--- src/rtl/demux_1x4_tdm.sv ---
// rtl/demux_1x4_tdm.sv - registered 1-to-4 demux with manual or round-robin (TDM) lane steering
// Tracks per-frame lane coverage, frame completion and manual-mode duplicate writes.
module demux_1x4_tdm #(
  parameter int WIDTH = 8,
  parameter int CNT_W = 8
) (
  input  logic             clk_i,
  input  logic             rst_ni,
  input  logic [WIDTH-1:0] din_i,
  input  logic             din_valid_i,
  input  logic             s1_i,
  input  logic             s0_i,
  input  logic             auto_mode_i,
  input  logic             sync_i,
  output logic [WIDTH-1:0] y0_o,
  output logic [WIDTH-1:0] y1_o,
  output logic [WIDTH-1:0] y2_o,
  output logic [WIDTH-1:0] y3_o,
  output logic [3:0]       lane_valid_o,
  output logic             frame_done_o,
  output logic             dup_err_o,
  output logic [CNT_W-1:0] frame_cnt_o
);

  typedef enum logic {IDLE, COLLECT} state_e;

  state_e             state_q, state_d;
  logic [1:0]         slot_q, slot_d;
  logic [3:0]         mask_q, mask_d;
  logic               auto_q;
  logic [WIDTH-1:0]   y_q [4];
  logic [WIDTH-1:0]   y_d [4];
  logic [3:0]         lane_valid_q, lane_valid_d;
  logic               frame_done_q, frame_done_d;
  logic               dup_err_q, dup_err_d;
  logic [CNT_W-1:0]   cnt_q, cnt_d;

  logic               restart;
  logic [1:0]         slot_base;
  logic [3:0]         mask_base;
  logic [1:0]         idx;
  logic [3:0]         onehot;
  logic [3:0]         mask_new;

  always_comb begin
    // A mode change is treated like sync so a frame never mixes steering modes.
    restart   = sync_i | (auto_mode_i ^ auto_q);
    slot_base = restart ? 2'd0 : slot_q;
    mask_base = restart ? 4'd0 : mask_q;
    idx       = auto_mode_i ? slot_base : {s1_i, s0_i};
    onehot    = 4'b0001 << idx;
    mask_new  = mask_base | onehot;

    state_d      = state_q;
    slot_d       = slot_base;
    mask_d       = mask_base;
    y_d          = y_q;
    lane_valid_d = 4'd0;
    frame_done_d = 1'b0;
    dup_err_d    = 1'b0;
    cnt_d        = cnt_q;

    case (state_q)
      IDLE:    if (din_valid_i) state_d = COLLECT;
      COLLECT: state_d = COLLECT;
      default: state_d = IDLE;
    endcase

    if (din_valid_i) begin
      y_d[idx]     = din_i;
      lane_valid_d = onehot;
      if (auto_mode_i) slot_d = slot_base + 2'd1;
      if (!auto_mode_i && ((mask_base & onehot) != 4'd0)) begin
        dup_err_d = 1'b1;
      end else if (mask_new == 4'hF) begin
        frame_done_d = 1'b1;
        mask_d       = 4'd0;
        cnt_d        = cnt_q + 1'b1;
      end else begin
        mask_d = mask_new;
      end
    end
  end

  always_ff @(posedge clk_i or negedge rst_ni) begin
    if (!rst_ni) begin
      state_q      <= IDLE;
      slot_q       <= 2'd0;
      mask_q       <= 4'd0;
      auto_q       <= 1'b0;
      for (int i = 0; i < 4; i++) y_q[i] <= '0;
      lane_valid_q <= 4'd0;
      frame_done_q <= 1'b0;
      dup_err_q    <= 1'b0;
      cnt_q        <= '0;
    end else begin
      state_q      <= state_d;
      slot_q       <= slot_d;
      mask_q       <= mask_d;
      auto_q       <= auto_mode_i;
      y_q          <= y_d;
      lane_valid_q <= lane_valid_d;
      frame_done_q <= frame_done_d;
      dup_err_q    <= dup_err_d;
      cnt_q        <= cnt_d;
    end
  end

  assign y0_o         = y_q[0];
  assign y1_o         = y_q[1];
  assign y2_o         = y_q[2];
  assign y3_o         = y_q[3];
  assign lane_valid_o = lane_valid_q;
  assign frame_done_o = frame_done_q;
  assign dup_err_o    = dup_err_q;
  assign frame_cnt_o  = cnt_q;

endmodule

--- config.mk ---
export PLATFORM = sky130hd
export DESIGN_NAME = demux_1x4_tdm
export DESIGN_NICKNAME = d
export VERILOG_FILES = /design/src/rtl/demux_1x4_tdm.sv
export SDC_FILE = /design/constraint.sdc
export NUM_CORES = 1
export LEC_CHECK = 0
export ABC_CLOCK_PERIOD_IN_PS = 3560
export CORE_MARGIN = 4
export CORE_UTILIZATION = 35
export DETAILED_ROUTE_END_ITERATION = 8
export GPL_ROUTABILITY_DRIVEN = 0
export PLACE_DENSITY = 0.62
export SLEW_MARGIN = 20
export SYNTH_ARGS = -nofsm -noshare
export SYNTH_HDL_FRONTEND = slang
export SYNTH_SLANG_ARGS = --single-unit
--- constraint.sdc ---
create_clock -name clk_i -period 3.56 [get_ports clk_i]
set_input_delay 0.89 -clock clk_i [delete_from_list [all_inputs] [get_ports clk_i]]
set_output_delay 0.89 -clock clk_i [all_outputs]
set_load 0.02 [all_outputs]
Word-level counts from Yosys, hierarchy flattened
Cells that the tools add are included.
{"block": "totals", "reg_bits": 53, "out_inout_bits": 46, "inputBits": 15, "elab_cells": 45}
{"block": "op_classes", "magnitude_cmp": 2, "eq_ne": 1, "reduce_logical": 5, "addsub": 2, "shift": 1, "n_bitwise": 6, "mux": 17}
{"operator": "bitwise mux 32 bit", "count": 1}
{"operator": "two-way mux 4 bit", "count": 5}
{"operator": "demux 8 bit (select 2 bit)", "count": 1}
{"operator": "adder 8 x 1 -> 8 bit (second input constant)", "count": 1}
{"operator": "two-way mux 2 bit", "count": 4}
{"operator": "two-way mux 8 bit", "count": 1}
{"operator": "two-way mux 1 bit", "count": 5}
{"operator": "AND 4 bit", "count": 1}
{"operator": "equality test 4 bit (second input constant)", "count": 1}
{"operator": "bitwise OR 4 bit", "count": 1}
{"operator": "nonzero test 4 bit", "count": 1}
{"operator": "<< shifter 1 x 2 -> 4 bit (first input constant)", "count": 1}
{"operator": "greater-or-equal comparator 3 bit (second input constant)", "count": 1}
{"operator": "less-than comparator 3 x 1 -> 1 bit (second input constant)", "count": 1}
{"operator": "NOT 2 -> 3 bit", "count": 1}
{"operator": "AND reduction 3 bit", "count": 1}
{"operator": "adder 2 x 1 -> 2 bit (second input constant)", "count": 1}
{"operator": "logical AND 1 bit", "count": 2}
{"operator": "zero test 1 bit", "count": 1}
{"operator": "NOT 1 bit", "count": 1}
{"operator": "bitwise OR 1 bit", "count": 1}
{"operator": "bitwise XOR 1 bit", "count": 1}

Longest topological paths before layout
Gate-level depths: netlist of the first run.
{"block": "logic_depth", "word_depth": 10, "mapped_depth": 7, "mapped_depth_nobuf": 6}

Worst setup path after synthesis of the first run
No wires, ideal clock.
{"block": "synth_timing", "path_type": "input to register", "startpoint": "in auto_mode_i", "endpoint": "reg cnt_q[1], in the netlist frame_cnt_o[1]", "setup_slack_ns": 1.174, "t_required_ns": 3.435, "setup_ns": 0.125, "stages": 6, "path_buffers": 1, "arrival_ns": 2.261, "path_cell_list": "buf_6 and2b_2 o21ai_2 a2111oi_4 o211ai_4 mux2_4"}
{"block": "synth_between", "elab_chain_cells": 10, "word_cells_on_any_way": 14, "cone_classes": "eq/ne: 1; shift: 1; mux: 3; bitwise: 5; reduce/logical: 4"}
{"element": "from (decl)", "line_no": "13", "rtl": "input logic auto_mode_i,"}
{"element": "bitwise XOR 1 bit", "line_no": "47", "rtl": "restart = sync_i | (auto_mode_i ^ auto_q);"}
{"element": "bitwise OR 1 bit", "line_no": "47"}
{"element": "two-way mux 2 bit", "line_no": "48", "rtl": "slot_base = restart ? 2'd0 : slot_q;"}
{"element": "two-way mux 2 bit", "line_no": "50", "rtl": "idx = auto_mode_i ? slot_base : {s1_i, s0_i};"}
{"element": "<< shifter 1 x 2 -> 4 bit", "line_no": "51", "rtl": "onehot = 4'b0001 << idx;"}
{"element": "AND 4 bit", "line_no": "73", "rtl": "if (!auto_mode_i && ((mask_base & onehot) != 4'd0)) begin"}
{"element": "nonzero test 4 bit", "line_no": "73"}
{"element": "logical AND 1 bit", "line_no": "73"}
{"element": "NOT 1 bit (no source line)"}
{"element": "AND reduction 3 bit (no source line) *"}
{"element": "to (signal assigned)", "line_no": "105", "rtl": "cnt_q <= cnt_d;"}
{"element": "to (decl)", "line_no": "36", "rtl": "logic [CNT_W-1:0] cnt_q, cnt_d;"}
Every way passes the cells marked *; elsewhere a longest branch is shown, timed or not.
A chain may end at the register's enable or synchronous reset.

Worst setup path after layout of the first run
{"block": "layout_timing", "startpoint": "in auto_mode_i", "endpoint": "reg y_q (netlist bit y0_o[1])"}
{"block": "layout_between", "elab_chain_cells": 10, "word_cells_on_any_way": 11, "cone_classes": "order compare: 2; mux: 5; bitwise: 3; reduce/logical: 1"}
{"element": "bitwise XOR 1 bit", "line_no": "47"}
{"element": "bitwise OR 1 bit", "line_no": "47"}
{"element": "two-way mux 2 bit", "line_no": "48"}
{"element": "two-way mux 2 bit *", "line_no": "50"}
{"element": "NOT 2 -> 3 bit (implied by the code) *", "line_no": "70", "rtl": "y_d[idx] = din_i;"}
{"element": "greater-or-equal comparator 3 bit (implied by the code) or less-than comparator 3 x 1 -> 1 bit (tied branches)", "line_no": "70"}
{"element": "logical AND 1 bit (implied by the code)", "line_no": "70"}
{"element": "two-way mux 8 bit (implied by the code)", "line_no": "70"}
{"element": "demux 8 bit (select 2 bit) *", "line_no": "70"}
{"element": "bitwise mux 32 bit *", "line_no": "70"}
{"element": "to (signal assigned)", "line_no": "101", "rtl": "y_q <= y_d;"}
{"element": "to (decl)", "line_no": "31", "rtl": "logic [WIDTH-1:0] y_q [4];"}
Marks and branches as above.

==> out/summary.txt, run 1 <==
Hold Crit Class: reg -> reg
Unique masters post-synth: 38
top-count cell post-synth: dfrtp_1
Worst Setup Path Type: in -> reg
ANT nets after route: 0
clk slew on worst S/H paths: 0.09 ns
Post-synth EDFFs: 0
post-synthesis sequential area ratio: 57.5%
initial antenna violation count: 0
WL final: 5310 um
Synth Area per Inst: 12.8 um^2
Layout area overhead: 34.2%
Slew headroom: 37.2%
Initial Utilization: 36.1%
layout cells sized above 1: 20.4%
Design Power: 0.00149 W
DP Wirelength: 3790 um
Critical Path Sink Type: register
global-route wire length before repair: 8650 um
FP Rows: 29
worst-path fanout max: 12
Synth Flop Type: dfrtp_1
nets: 265
Crit-path slowest cell: nor3_2
Num CTS Buffers: 5
full die area: 7950 um^2
met3 Usage GRT: 4.79%
Core ar.: 6390 um^2
final setup fails: 0
CP Cell Sequence: clkdlybuf4s50_1, or2b_1, nand2_1, nor3_2, mux2_2
largest net degree at the start of global routing: 33
Residual DRC: 0
grt met1 use: 19.4%
remaining global-route overflow: 0
RSZ-0062 raised after global routing: no
Async SR Flop Fraction: 100%
CTS resizes: 0
Crit path largest cell delay: 0.74 ns
Power Density: 482 nW/um^2
slew of the pin with the lowest slew margin: 0.937 ns
layer with the highest usage: met2
DRT iter0 DRCs: 80
Synth Net Count: 196
CP Launch Type: primary input
Antenna Cells: 0
final hold viol count: 0
Storage cell area: 1330 um^2
M2 GR Usage: 21.5%
Clock Skews: 0.00885 ns
Leakage: 1.32 nW
commonest cells in the netlist: 53 x dfrtp_1, 30 x nand2_1, 25 x mux2_2
I/O Buffers: 60
Synth Instances: 180
Slew Limit Fails: 0
vias: 1642
Yosys reg bits: 53
multi-input gate area in the final layout: 935 um^2
max frequency: 0.343 GHz
CTS tree: done
critical path required time: 3.75 ns
outcome: completed
Die X: 89.2 um
Boundary Pins: 61
clock latency on the worst-skew pair: 0.30 ns
final worst-path cycle share: 81.9%
minimum clock period: 2.92 ns
total clock sinks: 53
CTS Root Cell: clkbuf_8
Setup TNS Final: 0 ns
mapped cell area: 2310 um^2
TritonRoute pass-1 iters: 4
Synth area leader: dfrtp_1
GRT Total Usage: 14.3%
worst vdd ir: 284 uV
Synth top area share: 57.5%
Critical Path AT: 3.10 ns
clk buf depth: 2
die height: 89.2 um
Synth area leaders: dfrtp_1 57%, mux2_2 12%, nand2_1 4.9%
Max-Cap Viols: 0
H-tree levels: 2
synth warn: 0
vias in the first global route: 1648
Post-CTS Setup Bufs: 0
final-layout fill cell count: 599
hold buffer count at cts: 0
vias per inst: 5.02
routed length per placed instance: 16.2 um
## layout make-up
cell class	instances	share of cell area, %
well taps	77	3.11
inverters	5	0.606
clock inverters	2	0.485
repair buffers	65	20.4
flip-flops and latches	53	42.8
clock buffers	6	2.34
multi-input cells	119	30.2
## cell families after synthesis
family,Yosys count,share of synthesized area (%)
AOI/OAI and AO/OA,25,10.3
xor gates and xnor gates,10,3.80
adders and majority gates,1,0.542
buffers and inverters,8,2.01
DFF,53,57.5
muxes,27,13.3
and+or+nand+nor,56,12.6
## report_power, final
part	switching [W]	total, W	leakage [nW]	internal, W
combinational	0.000211	0.000425	0.610	0.000214
sequential	0.0000472	0.000733	0.671	0.000685
clock	0.000196	0.000335	0.0374	0.000139
## stage by stage
step                utilization (%)  instances  cell area, um^2  worst slack (ns)  hold WS (ns)
detailed placement             47.1        319             3010             0.276         0.461
floorplan                         -        180             2310              1.17         0.542
global route                   48.5        327             3100             0.492         0.484
CTS                            48.5        327             3100             0.585         0.479
global placement               47.1        319             3010             0.290         0.459
finish                         48.5        327             3100             0.645         0.470
## path summary, 6_finish.rpt
path | from | to | slack (ns) | cells past startpoint
setup / recovery | auto_mode_i | y0_o[1]$_DFFE_PN0P_ | 0.64 | 5
hold / removal | frame_cnt_o[7]$_DFFE_PN0P_ | frame_cnt_o[7]$_DFFE_PN0P_ | 0.47 | 1
setup reg to reg | auto_q$_DFF_PN0_ | y0_o[1]$_DFFE_PN0P_ | 1.44 | 4
hold reg to reg | frame_cnt_o[7]$_DFFE_PN0P_ | frame_cnt_o[7]$_DFFE_PN0P_ | 0.47 | 1
max in group asynchronous | rst_ni | y0_o[5]$_DFFE_PN0P_ | 2.22 | 2
min in group asynchronous | rst_ni | frame_cnt_o[6]$_DFFE_PN0P_ | 0.55 | 1
## layer usage
metal	part of all wire, %	vias to the layer above
li1	-	779
met1	43	812
met2	48	47
met3	7.5	4
met4	1.1	0
met5	0	-
## sequential cells by signal (all words and copies together), names as in the netlist
| register | count |
|---|---|
| auto_q | 1 |
| dup_err_o | 1 |
| frame_cnt_o | 8 |
| frame_done_o | 1 |
| lane_valid_o | 4 |
| mask_q | 4 |
| slot_q | 2 |
| y0_o | 8 |
| y1_o | 8 |
| y2_o | 8 |
| y3_o | 8 |
## critical path, delay by kind of cell
family / cells / cell delay [ns]
and+or+nand+nor: 3 / 1.11
buffers and inverters: 1 / 0.69
muxes: 1 / 0.41
## placed cells by master, fill, tap and decap left out, drive strengths merged
master	instances
a22oi	4
ha	1
nor2	5
o22ai	1
clkbuf	6
buf	6
clkdlybuf4s50	59
nand3	5
a2111oi	1
mux2i	1
nor3	3
a21oi	2
o22a	1
clkinv	1
o2111ai	6
or2	2
and4	1
xnor2	9
nand2	30
o21ai	3
mux2	26
and2b	1
or2b	1
inv	4
a31oi	4
and3	4
o211ai	2
xor2	1
clkinvlp	2
dfrtp	53
and4b	1
nand4	1
a211oi	1
nand4b	1
nand2b	1
Power figures use the tool's default switching activity.
==> run 2, diff against run 1 <==
--- a/config.mk
+++ b/config.mk
@@ -5,7 +5,7 @@
 export SDC_FILE = /design/constraint.sdc
 export NUM_CORES = 1
 export LEC_CHECK = 0
-export ABC_CLOCK_PERIOD_IN_PS = 3560
+export ABC_CLOCK_PERIOD_IN_PS = 3040
 export CORE_MARGIN = 4
 export CORE_UTILIZATION = 35
 export DETAILED_ROUTE_END_ITERATION = 8
==> constraint.sdc (replaced) <==
create_clock -name clk_i -period 3.04 [get_ports clk_i]
set_input_delay 0.76 -clock clk_i [delete_from_list [all_inputs] [get_ports clk_i]]
set_output_delay 0.76 -clock clk_i [all_outputs]
set_load 0.02 [all_outputs]
==> out/summary.txt, run 2 (synthesis gave the netlist of run 1 again) <==
vias in the first global route: 1723
sequential power share: 49.0%
layout cells sized above 1: 23.3%
Num CTS Buffers: 5
FF-to-FF path depth: 6
worst-path fanout max: 8
global-route wire length before repair: 8660 um
final worst slack: 0.541 ns
Layout area overhead: 37.0%
Setup TNS Final: 0 ns
combinational power share: 28.7%
Max-Cap Viols: 0
Worst Setup Path Type: in -> reg
CTS tree: done
Initial Utilization: 36.1%
Core ar.: 6390 um^2
die height: 89.2 um
Crit path largest cell delay: 0.50 ns
Boundary Pins: 61
Antenna Cells: 0
HP Start: frame_cnt_o[7]$_DFFE_PN0P_
GRT Total Usage: 14.1%
Leakage: 1.37 nW
RSZ-0062 raised after global routing: no
Top delay family on crit path: buffers and inverters
Buf+Inv Stages, Crit Path: 2
Power Density: 553 nW/um^2
ANT nets after route: 0
Psw: 0.000530 W
WL final: 5220 um
CTS resizes: 0
WHS Endpoint: frame_cnt_o[7]$_DFFE_PN0P_
worst r2r dst: frame_cnt_o[1]$_DFFE_PN0P_
Sw Share: 30.3%
initial antenna violation count: 0
most frequent cells in the layout: 59 x clkdlybuf4s50_1, 53 x dfrtp_1, 30 x nand2_1
DRT iter0 DRCs: 89
clock latency on the worst-skew pair: 0.30 ns
Post-CTS Setup Bufs: 0
DP Wirelength: 3730 um
full die area: 7950 um^2
worst vdd ir: 331 uV
Slew headroom: 54.3%
vias per inst: 4.96
routed length per placed instance: 15.6 um
outcome: completed
clk buf depth: 2
Hold Crit Depth: 1
hold slack: 0.474 ns
total clock sinks: 53
Critical Path AT: 2.69 ns
H-tree levels: 2
final hold viol count: 0
slew of the pin with the lowest slew margin: 0.685 ns
CTS Root Cell: clkbuf_8
Setup WS pre-CTS: 0.230 ns
Slew Limit Fails: 0
FP Rows: 29
Residual DRC: 0
largest net degree at the start of global routing: 54
CP Cell Sequence: clkdlybuf4s50_1, and4b_4, o21ai_2, a2111oi_4, buf_4, o211ai_4, mux2_4
minimum clock period: 2.50 ns
clock share of power: 22.3%
Hold Crit Class: reg -> reg
final setup fails: 0
worst r2r src: auto_q$_DFF_PN0_
hold buffer count at cts: 0
max frequency: 0.400 GHz
final worst-path cycle share: 82.2%
Critical Path Sink Type: register
most common cell after layout, fill and taps aside: clkdlybuf4s50_1
remaining global-route overflow: 0
nets: 274
critical path required time: 3.23 ns
TritonRoute pass-1 iters: 4
Clock Skews: 0.0100 ns
Internal Power: 0.00122 W
reg2reg setup slack: 1.15 ns
Crit-path slowest cell: clkdlybuf4s50_1
vias: 1663
Die X: 89.2 um
I/O Buffers: 60
CP Launch Type: primary input
clk slew on worst S/H paths: 0.10 ns
## run 2: worst max path at each step
stage	endpoint	startpoint	slack, ns	cells after the start
final	frame_cnt_o[1]$_DFFE_PN0P_	sync_i	0.54	7
after detailed placement	frame_cnt_o[1]$_DFFE_PN0P_	auto_mode_i	0.23	8
after CTS	frame_cnt_o[1]$_DFFE_PN0P_	auto_mode_i	0.54	8
after global placement	frame_cnt_o[1]$_DFFE_PN0P_	sync_i	0.26	7
after global routing	frame_cnt_o[1]$_DFFE_PN0P_	auto_mode_i	0.48	8
after floorplan	frame_cnt_o[1]$_DFFE_PN0P_	auto_mode_i	0.78	6
## run 2: metal layers
metal | routed length (um) | vias to the layer above | share of wire (%) | GRT usage, %
met3 | 300 | 5 | 5.7 | 4.42
met4 | 50 | 0 | 0.96 | 3.65
li1 | - | 799 | - | -
met2 | 2410 | 37 | 46 | 21.6
met1 | 2460 | 822 | 47 | 19.5
met5 | 0 | - | 0 | 0
## run 2: stage by stage
step | area [um^2] | total power [W] | utilization (%) | instances
6_report | 3160 | 0.00175 | 49.5 | 335
5_1_grt | 3160 | 0.00185 | 49.5 | 335
4_1_cts | 3160 | 0.00178 | 49.5 | 335
3_5_place_dp | 3080 | 0.00138 | 48.2 | 328
3_3_place_gp | 3080 | 0.00138 | 48.2 | 328
2_1_floorplan | 2310 | 0.00111 | - | 180
## run 2: layout make-up
type                    instances  area, um^2
flip-flops and latches         53        1330
inverters                       5        18.8
multi-input cells             119         935
fillers                       585        3220
repair buffers                 74         701
well taps                      77        96.3
clock inverters                 2        16.3
clock buffers                   5        68.8
## run 2: power by group through the flow
stage	Sequential, W	Clock [W]	Combinational, W
2_1_floorplan	0.000984	0	0.000125
3_3_place_gp	0.000869	0	0.000507
3_5_place_dp	0.000871	0	0.000508
4_1_cts	0.000859	0.000406	0.000511
5_1_grt	0.000871	0.000439	0.000539
6_report	0.000857	0.000390	0.000502
